`src/rtl/fetch_queue_if.sv`:
```
// fetch_queue_if: handshake bundle around the fetch queue.
//   imem_req_*  : fetch requests to instruction memory (valid/ready, addr)
//   imem_rsp_*  : in-order instruction responses (valid, data; no backpressure)
//   redirect_*  : branch redirect (flush and refetch at redirect_pc)
//   inst_*      : instruction stream to decode (valid/ready, data, pc)
//   fq_count    : registered queue occupancy
// Modports: master = fetch_queue side, slave = memory/decode/branch side.
interface fetch_queue_if #(
    parameter int DEPTH = 4
);
    localparam int CW = $clog2(DEPTH) + 1;

    logic          imem_req_valid;
    logic          imem_req_ready;
    logic [63:0]   imem_req_addr;
    logic          imem_rsp_valid;
    logic [31:0]   imem_rsp_data;
    logic          redirect_valid;
    logic [63:0]   redirect_pc;
    logic          inst_valid;
    logic          inst_ready;
    logic [31:0]   inst_data;
    logic [63:0]   inst_pc;
    logic [CW-1:0] fq_count;

    modport master (
        output imem_req_valid, imem_req_addr, inst_valid, inst_data, inst_pc, fq_count,
        input  imem_req_ready, imem_rsp_valid, imem_rsp_data, redirect_valid, redirect_pc,
               inst_ready
    );

    modport slave (
        input  imem_req_valid, imem_req_addr, inst_valid, inst_data, inst_pc, fq_count,
        output imem_req_ready, imem_rsp_valid, imem_rsp_data, redirect_valid, redirect_pc,
               inst_ready
    );
endinterface

```
`src/rtl/fetch_queue.sv`:
```
// fetch_queue: sequential instruction fetch/prefetch stage.
// Issues word-aligned fetches, tags returned instructions with their PC and
// buffers them in a DEPTH-entry FIFO toward decode. Requests are credit
// limited (outstanding + occupancy < DEPTH) so the FIFO cannot overflow.
// A redirect flushes the FIFO and enters DRAIN until all stale in-flight
// responses have been discarded.
// Ports:
//   Clk, reset : clock, synchronous active-high reset
//   bus        : fetch_queue_if.master (imem req/rsp, redirect, inst, fq_count)
// Parameters: DEPTH (power of two, >= 2), RESET_PC.
// Optional: FETCH_QUEUE_BYPASS_EN -- when the FIFO is empty a live response is
// also presented to decode in the same cycle (and not stored if consumed).
module fetch_queue #(
    parameter int          DEPTH    = 4,
    parameter logic [63:0] RESET_PC = 64'h0
) (
    input  logic          Clk,
    input  logic          reset,
    fetch_queue_if.master bus
);
    localparam int AW = $clog2(DEPTH);
    localparam int CW = AW + 1;

    typedef enum logic {FETCH, DRAIN} state_t;

    state_t          state, state_nxt;
    logic [63:0]     fetch_pc, rsp_pc;
    logic [CW-1:0]   outstanding, drop_cnt, count;
    logic [AW-1:0]   rd_ptr, wr_ptr;
    logic [31:0]     mem_data [DEPTH];
    logic [63:0]     mem_pc   [DEPTH];

    logic            req_valid, req_fire, rsp_ok, head_valid, bypass_hit;
    logic            push, pop, credit_ok;
    logic [CW:0]     occ;
    logic [CW-1:0]   drop_new;

    // A response with nothing outstanding is a protocol error and is ignored.
    assign rsp_ok     = bus.imem_rsp_valid && (outstanding != '0);
    assign occ        = {1'b0, outstanding} + {1'b0, count};
    assign credit_ok  = occ < (CW+1)'(DEPTH);
    assign req_fire   = req_valid && bus.imem_req_ready;
    assign head_valid = (count != '0);
    // Stale requests still in flight, including any handshake/response this cycle.
    assign drop_new   = outstanding + CW'(req_fire) - CW'(rsp_ok);

`ifdef FETCH_QUEUE_BYPASS_EN
    assign bypass_hit    = (state == FETCH) && !bus.redirect_valid && rsp_ok && !head_valid;
    assign bus.inst_data = head_valid ? mem_data[rd_ptr] : (bypass_hit ? bus.imem_rsp_data : 32'h0);
    assign bus.inst_pc   = head_valid ? mem_pc[rd_ptr]   : (bypass_hit ? rsp_pc : RESET_PC);
`else
    assign bypass_hit    = 1'b0;
    assign bus.inst_data = head_valid ? mem_data[rd_ptr] : 32'h0;
    assign bus.inst_pc   = head_valid ? mem_pc[rd_ptr]   : RESET_PC;
`endif

    assign bus.inst_valid     = head_valid || bypass_hit;
    assign bus.imem_req_valid = req_valid;
    assign bus.imem_req_addr  = fetch_pc;
    assign bus.fq_count       = count;

    assign pop  = head_valid && bus.inst_ready;
    // A bypassed instruction taken by decode in the same cycle is never stored.
    assign push = (state == FETCH) && !bus.redirect_valid && rsp_ok &&
                  !(bypass_hit && bus.inst_ready);

    always_comb begin
        state_nxt = state;
        req_valid = 1'b0;
        case (state)
            FETCH: req_valid = !reset && !bus.redirect_valid && credit_ok;
            DRAIN: if (rsp_ok && drop_cnt == CW'(1)) state_nxt = FETCH;
            default: state_nxt = FETCH;
        endcase
        if (bus.redirect_valid)
            state_nxt = (drop_new != '0) ? DRAIN : FETCH;
    end

    always_ff @(posedge Clk) begin
        if (reset) begin
            state       <= FETCH;
            fetch_pc    <= RESET_PC;
            rsp_pc      <= RESET_PC;
            outstanding <= '0;
            drop_cnt    <= '0;
            count       <= '0;
            rd_ptr      <= '0;
            wr_ptr      <= '0;
        end else begin
            state <= state_nxt;
            if (bus.redirect_valid) begin
                fetch_pc    <= bus.redirect_pc;
                rsp_pc      <= bus.redirect_pc;
                outstanding <= drop_new;
                drop_cnt    <= drop_new;
                count       <= '0;
                rd_ptr      <= '0;
                wr_ptr      <= '0;
            end else begin
                if (req_fire)
                    fetch_pc <= fetch_pc + 64'd4;
                // Dropped responses in DRAIN do not advance the response PC.
                if (rsp_ok && state == FETCH)
                    rsp_pc <= rsp_pc + 64'd4;
                if (rsp_ok && state == DRAIN)
                    drop_cnt <= drop_cnt - CW'(1);
                outstanding <= outstanding + CW'(req_fire) - CW'(rsp_ok);
                if (push) wr_ptr <= wr_ptr + AW'(1);
                if (pop)  rd_ptr <= rd_ptr + AW'(1);
                count <= count + CW'(push) - CW'(pop);
            end
        end
    end

    always_ff @(posedge Clk) begin
        if (push && !reset) begin
            mem_data[wr_ptr] <= bus.imem_rsp_data;
            mem_pc[wr_ptr]   <= rsp_pc;
        end
    end
endmodule
```
`src/flat_wrapper.sv`:
```
// flat-port wrapper written by rule: the top's interface ports become plain ports
module fetch_queue_flat 
#(
    parameter int          DEPTH    = 4,
    parameter logic [63:0] RESET_PC = 64'h0
)
  (Clk, reset, bus_imem_req_valid, bus_imem_req_addr, bus_inst_valid, bus_inst_data, bus_inst_pc, bus_fq_count, bus_imem_req_ready, bus_imem_rsp_valid, bus_imem_rsp_data, bus_redirect_valid, bus_redirect_pc, bus_inst_ready);
  fetch_queue_if #(.DEPTH(DEPTH)) bus_i ();
  input  logic Clk;
  input  logic reset;
  output wire logic [$bits(bus_i.imem_req_valid)-1:0] bus_imem_req_valid;
  output wire logic [$bits(bus_i.imem_req_addr)-1:0] bus_imem_req_addr;
  output wire logic [$bits(bus_i.inst_valid)-1:0] bus_inst_valid;
  output wire logic [$bits(bus_i.inst_data)-1:0] bus_inst_data;
  output wire logic [$bits(bus_i.inst_pc)-1:0] bus_inst_pc;
  output wire logic [$bits(bus_i.fq_count)-1:0] bus_fq_count;
  input wire logic [$bits(bus_i.imem_req_ready)-1:0] bus_imem_req_ready;
  input wire logic [$bits(bus_i.imem_rsp_valid)-1:0] bus_imem_rsp_valid;
  input wire logic [$bits(bus_i.imem_rsp_data)-1:0] bus_imem_rsp_data;
  input wire logic [$bits(bus_i.redirect_valid)-1:0] bus_redirect_valid;
  input wire logic [$bits(bus_i.redirect_pc)-1:0] bus_redirect_pc;
  input wire logic [$bits(bus_i.inst_ready)-1:0] bus_inst_ready;
  assign bus_imem_req_valid = bus_i.imem_req_valid;
  assign bus_imem_req_addr = bus_i.imem_req_addr;
  assign bus_inst_valid = bus_i.inst_valid;
  assign bus_inst_data = bus_i.inst_data;
  assign bus_inst_pc = bus_i.inst_pc;
  assign bus_fq_count = bus_i.fq_count;
  assign bus_i.imem_req_ready = bus_imem_req_ready;
  assign bus_i.imem_rsp_valid = bus_imem_rsp_valid;
  assign bus_i.imem_rsp_data = bus_imem_rsp_data;
  assign bus_i.redirect_valid = bus_redirect_valid;
  assign bus_i.redirect_pc = bus_redirect_pc;
  assign bus_i.inst_ready = bus_inst_ready;
  fetch_queue #(.DEPTH(DEPTH), .RESET_PC(RESET_PC)) u_core (.Clk(Clk), .reset(reset), .bus(bus_i));
endmodule
```
`config.mk`:
```
export PLATFORM = sky130hd
export DESIGN_NAME = fetch_queue_flat
export DESIGN_NICKNAME = d
export VERILOG_FILES = /design/src/rtl/fetch_queue_if.sv /design/src/rtl/fetch_queue.sv /design/src/flat_wrapper.sv
export SDC_FILE = /design/constraint.sdc
export NUM_CORES = 1
export LEC_CHECK = 0
export ABC_CLOCK_PERIOD_IN_PS = 4470
export CAP_MARGIN = 25
export CORE_MARGIN = 2
export CORE_UTILIZATION = 51
export CTS_CLUSTER_SIZE = 30
export DETAILED_ROUTE_END_ITERATION = 6
export HOLD_SLACK_MARGIN = 0.1
export MAX_ROUTING_LAYER = met4
export PLACE_DENSITY = 0.78
export SLEW_MARGIN = 10
export SYNTH_ARGS = -nofsm -noshare
export SYNTH_HDL_FRONTEND = slang
export SYNTH_SLANG_ARGS = --single-unit
```
`constraint.sdc`:
```
create_clock -name Clk -period 4.47 [get_ports Clk]
set_clock_uncertainty 0.15 [all_clocks]
set_input_delay 0.447 -clock Clk [delete_from_list [all_inputs] [get_ports Clk]]
set_output_delay 0.447 -clock Clk [all_outputs]
set_load 0.02 [all_outputs]
```
==> results of run 1 <==
[final cells by class]
cell class                 count  share of cell area [%]
multi-input combinational    919                    27.0
tap                          585                    2.67
antenna                        2                  0.0183
clock inverter                28                   0.969
timing repair buffer         291                    10.8
clock buffer                  68                    5.17
inverter                      54                   0.745
sequential                   528                    52.7
[kinds of logic after synthesis]
group | share of synthesized area, %
xor+xnor | 4.09
flops | 64.7
simple gates | 12.1
buf+inv | 2.29
mux | 9.98
fa+ha+maj | 0.965
compound gates | 5.93
[flip-flops by register name (all words and copies together), names as in the netlist, named ones only]
name                      count
u_core.bus.imem_req_addr     64
u_core.state                  1
u_core.rd_ptr                 2
u_core.wr_ptr                 2
u_core.bus.fq_count           3
u_core.mem_data             128
u_core.rsp_pc                64
u_core.drop_cnt               3
u_core.outstanding            3
u_core.mem_pc               256
[how the worst min path moves through the flow]
stage / to / slack [ns] / cells after the start
finish: u_core.bus.imem_req_addr[61] / 0.17 / 5
global route: u_core.bus.fq_count[0] / 0.20 / 4
CTS: u_core.bus.imem_req_addr[61] / 0.15 / 5
detailed placement: u_core.bus.imem_req_addr[1] / 0.30 / 2
global placement: u_core.bus.imem_req_addr[1] / 0.29 / 2
floorplan: u_core.mem_pc[0][0] / 0.31 / 0
[synthesized netlist by cell type, drive strengths merged, types with 24 or more instances]
master,count
dfxtp,144
xor2,39
nand4,42
edfxtp,384
a211oi,24
inv,54
xnor2,65
clkbuf,59
a21oi,67
nand2,96
mux4,96
nand3,46
a21boi,47
nor3,33
nor2,88
and2,105
[power by group through the flow]
stage / combinational (mW) / sequential (mW) / clock [mW]
final: 1.48 / 5.63 / 4.34
after global routing: 1.59 / 5.65 / 4.59
after CTS: 1.49 / 5.63 / 4.41
after detailed placement: 1.48 / 5.73 / 0
after floorplan: 0.798 / 5.71 / 0
after global placement: 1.45 / 5.71 / 0
[layer usage]
| metal | vias up | track usage (%) |
|---|---|---|
| li1 | 6489 | - |
| met1 | 7286 | 36.4 |
| met2 | 577 | 40.0 |
| met3 | 108 | 4.50 |
| met4 | 0 | 8.10 |
| met5 | - | - |
[worst reg2reg max path, stage by stage (launching register included)]
cell	delay, ns
dfxtp_1	0.37
ha_1	0.30
nand3_1	0.11
nand4_1	0.12
buf_4	0.33
inv_1	0.36
ha_1	0.32
fa_1	0.38
xnor2_1	0.15
xnor2_1	0.25
a311oi_1	0.14
[stage by stage]
step	instance area, µm²	setup WS, ns	total power, mW	hold slack, ns	util (%)
2_1_floorplan	22300	0.295	6.51	0.310	-
3_3_place_gp	25700	1.28	7.17	0.293	59.6
3_5_place_dp	25700	1.22	7.21	0.299	59.6
4_1_cts	27400	0.717	11.5	0.150	63.5
5_1_grt	27400	0.549	11.8	0.199	63.5
6_report	27400	0.800	11.4	0.172	63.5
==> results.yml, run 1 <==
status:
  outcome: "finished, final reports clean"
synth:
  synth_top_area_share_pct: 51.7
  synth-edff-count: 384
  synth_nets: 1699
  yosysUniqueCellTypes: 58
  yosysWarnings: 0
  yosysSeqAreaShare_pct: 64.7
  yosys-top-cells-area: "edfxtp_1, dfxtp_1, mux4_2"
  syn_inst: 1581
  syn_avg_cell_area_um2: 14.1
  synth_top_flop_cell: "edfxtp_1"
  synth_area_leader_cell: "edfxtp_1"
  syn_area_um2: 22300
  synth_seq_cells: 528
  synthArstFlopShare_pct: 0
clock_tree:
  cts_tree: "yes"
  holdBufCountCts: 0
  clk_pin_slew_ns: 0.06
  clock-sinks: 528
  cts_buffer_depth: 3
  cts_buffers: 53
  post_cts_buffers: 0
  cts.repair.resized: 0
  cts-htree-levels: 2
  clock_latency_ns: 0.60
  cts-root-buf: "clkbuf_16"
drt:
  wl_met3_um: 4070
  drt-initial-drc-count: 1308
  top_layer_used: "met4"
  routed_wirelength_um: 57200
  antenna_left: 0
  viasPerCell: 5.84
  avgRoutedWirePerCell_um: 23.1
  drt-met1-wl_um: 24600
  route.met2.wl_um: 27000
  remaining_drc_errors: 0
  vias: 14500
  dr.pass1.iters: 7
worst_setup_path:
  slowest_delay_ns: 0.62
  crit_path_start: "u_core.bus.fq_count[1]"
  crit_path_cell_trace: "or3_2, buf_4, and2_1, clkdlybuf4s50_1"
  crit_family: "buffers and inverters"
  r2r-start: "u_core.bus.fq_count[1]"
  path_class: "reg -> out"
  critPathRequiredTime_ns: 3.87
  worstSetupPathDepth: 4
  worst_r2r_endpoint: "u_core.state"
  r2r_cells: 10
  crit_fanout: 60
  cp_num_buf_inv: 2
  r2r_slack_ns: 1.33
  cp-endpoint: "bus_inst_pc[10]"
  end_kind: "output port"
  crit_arrival_ns: 3.07
  worstSetupStartpointType: "flip-flop"
  slowest_stage: "clkdlybuf4s50_1"
final_layout:
  nets: 1965
  final-seq-area_um2: 14400
  final_common_cell: "edfxtp_1"
  final_cells: 2475
  fillers: 3214
  drive_gt1_share_pct: 11.9
  layout_common_cells: "edfxtp_1, clkdlybuf4s50_1, dfxtp_1"
  multi_input_comb_area_um2: 7390
  synthToLayoutAreaGrowth_pct: 22.8
sta:
  hold_violations: 0
  rsz0062_at_grt: "false"
  setup-tns-final_ns: 0
  setup_viol: 0
  fin_crit_ns: 3.67
  max_freq_ghz: 0.272
  worst_slew_margin_rel_pct: 38.6
  timing.final.crit_share_pct: 82.1
  worstMarginPinSlew_ns: 0.919
  report.final.slew_viol_count: 0
floorplanning:
  dieArea_um2: 45400
  ioPinCount: 267
  std_cell_rows: 76
  core_um2: 43100
  initial_utilization_pct: 51.7
  fp.dieH_um: 213
  die_x_um: 213
run:
  maxCapViolations: 0
power:
  cellInternalPower_mw: 8.62
  pwr-share-comb_pct: 12.9
  switching_power_mw: 2.83
  p_leak_nw: 8.85
  irDropWorstVdd_uv: 237
  p_clk_share_pct: 37.9
  seq_power_share_pct: 49.2
  switching_share_pct: 24.7
  cellPowerDensity_nw_per_um2: 418
global_routing:
  antenna_found_initial: 2
  grt_first_pass_wirelength_um: 86200
  grt_max_degree: 74
  grtUsageTotal_pct: 26.3
  grt_pass1_vias: 14200
  grt_overflow: 0
worst_hold_path:
  hp-start: "reset"
  hold_path_class: "in -> reg"
place:
  dpl.cell_count: 2377
  io_buffers: 266
  place_congestion: 0.925
  dp_hpwl_um: 38500
No activity file was read; power rests on OpenSTA's default activity.
==> inputs of run 2 (changes only) <==
--- a/config.mk
+++ b/config.mk
@@ -5,15 +5,15 @@
 export SDC_FILE = /design/constraint.sdc
 export NUM_CORES = 1
 export LEC_CHECK = 0
-export ABC_CLOCK_PERIOD_IN_PS = 4470
+export ABC_CLOCK_PERIOD_IN_PS = 3550
 export CAP_MARGIN = 25
 export CORE_MARGIN = 2
-export CORE_UTILIZATION = 51
+export CORE_UTILIZATION = 56
 export CTS_CLUSTER_SIZE = 30
 export DETAILED_ROUTE_END_ITERATION = 6
 export HOLD_SLACK_MARGIN = 0.1
 export MAX_ROUTING_LAYER = met4
-export PLACE_DENSITY = 0.78
+export PLACE_DENSITY = 0.81
 export SLEW_MARGIN = 10
 export SYNTH_ARGS = -nofsm -noshare
 export SYNTH_HDL_FRONTEND = slang
==> constraint.sdc (replaced) <==
create_clock -name Clk -period 3.55 [get_ports Clk]
set_clock_uncertainty 0.15 [all_clocks]
set_input_delay 0.355 -clock Clk [delete_from_list [all_inputs] [get_ports Clk]]
set_output_delay 0.355 -clock Clk [all_outputs]
set_load 0.02 [all_outputs]
==> run 2 against run 1 <==
Worst setup slack got worse by 0.58 ns. Count of clock-buffer cells in the layout increased by 12. Cell area up 0.16%. Routed wire length decreased by 2.5%. Utilization grew 5.8 points. Critical path type unchanged. Largest cell class unchanged. Highest routed layer unchanged.
==> results.yml, run 2 (synthesis gave the netlist of run 1 again) <==
floorplanning:
  std_cell_rows: 73
  fp.dieH_um: 204
  ioPinCount: 267
  initial_utilization_pct: 56.4
  core_um2: 39500
  dieArea_um2: 41400
  die_x_um: 204
final_layout:
  final_common_cell: "edfxtp_1"
  final_core_util_pct: 69.3
  synthToLayoutAreaGrowth_pct: 23.0
  fillers: 2685
  layout_common_cells: "edfxtp_1, clkdlybuf4s50_1, dfxtp_1"
  multi_input_comb_area_um2: 7390
  regMostFlops: "u_core.mem_pc"
  reg_top3: "u_core.mem_pc: 256 flops, u_core.mem_data: 128 flops"
  nets: 1974
  drive_gt1_share_pct: 12.3
  largest_reg_flops: 256
  final-seq-area_um2: 14400
clock_tree:
  cts_buffer_depth: 3
  cts-htree-levels: 2
  clk_pin_slew_ns: 0.07
  clock-sinks: 528
  clock_latency_ns: 0.58
  post_cts_buffers: 0
  cts-root-buf: "clkbuf_16"
  cts_tree: "yes"
  holdBufCountCts: 0
  cts_buffers: 52
  cts.repair.resized: 0
worst_setup_path:
  crit_arrival_ns: 2.82
  crit_path_start: "u_core.bus.fq_count[1]"
  slowest_stage: "clkdlybuf4s50_1"
  crit_family: "buffers and inverters"
  slowest_delay_ns: 0.62
  critPathRequiredTime_ns: 3.04
  crit_fanout: 97
  r2r_cells: 8
  worstSetupStartpointType: "flip-flop"
  r2r-start: "u_core.bus.fq_count[2]"
  cp_num_buf_inv: 2
  crit_path_cell_trace: "or3_2, buf_4, and2_1, clkdlybuf4s50_1"
  worstSetupPathDepth: 4
  path_class: "reg -> out"
  end_kind: "output port"
sta:
  hold_violations: 0
  holdWs_ns: 0.120
  worst_slew_margin_rel_pct: 39.3
  worstMarginPinSlew_ns: 0.910
  timing.final.crit_share_pct: 93.8
  setup-tns-final_ns: 0
  max_freq_ghz: 0.300
  fin_crit_ns: 3.33
  setup_viol: 0
  rsz0062_at_grt: "false"
  report.final.slew_viol_count: 0
drt:
  routed_wirelength_um: 55800
  dr.pass1.iters: 6
  vias: 14600
  avgRoutedWirePerCell_um: 23.0
  antenna_left: 0
  drt-initial-drc-count: 1406
  viasPerCell: 6.03
  remaining_drc_errors: 0
global_routing:
  antenna_found_initial: 1
  grt_max_degree: 128
  grt_overflow: 0
  grtUsageTotal_pct: 27.8
  grt_first_pass_wirelength_um: 84800
  grt_pass1_vias: 14500
power:
  p_leak_nw: 8.93
  design_power_total_mw: 14.5
  cellPowerDensity_nw_per_um2: 528
  irDropWorstVdd_uv: 376
place:
  dp_hpwl_um: 36800
  io_buffers: 266
  place_congestion: 0.923
status:
  outcome: "finished, final reports clean"
worst_hold_path:
  hold_path_class: "in -> reg"
  hp-start: "reset"
  hold_depth: 5
run:
  maxCapViolations: 0
run 2: tightest hold or removal path, cell delays in order:
cell	delay (ns)
buf_4	0.08
nor2_1	0.03
buf_4	0.17
nand2_1	0.08
o21ai_0	0.07
run 2: per-stage QoR:
stage          setup slack [ns]  instances  area (µm²)
5_1_grt                  0.0999       2425       27400
3_5_place_dp              0.642       2327       25700
2_1_floorplan             0.471       1581       22300
6_report                  0.221       2425       27400
3_3_place_gp              0.712       2327       25700
4_1_cts                   0.238       2424       27400
run 2: metal layers:
metal  global-route usage [%]  vias up  share of wire [%]
met3                     4.63      140                8.0
li1                         -     6528                  -
met1                     37.8     7269                 42
met4                     9.07        0                3.4
met5                        -        -                  0
met2                     43.3      684                 47
run 2: final timing paths:
check | to | slack [ns]
max | bus_inst_pc[49] | 0.22
min | u_core.bus.imem_req_addr[61] | 0.12
min reg2reg | u_core.bus.imem_req_addr[1] | 0.31
max reg2reg | u_core.bus.imem_req_addr[39] | 0.68
run 2: final cells by class:
cell class	instances	area share, %
Timing Repair Buffer	301	11.0
Tap cell	525	2.40
Clock inverter	17	0.680
Clock buffer	80	5.61
Multi-Input combinational cell	919	26.9
Sequential cell	528	52.6
Antenna cell	1	0.00913
Inverter	54	0.744
run 2: where the power goes:
part / switching [mW] / leakage (nW) / internal [mW]
sequential: 0.234 / 4.69 / 6.84
combinational: 1.02 / 3.40 / 0.863
clock: 2.24 / 0.842 / 3.26
total: 3.49 / 8.93 / 11.0
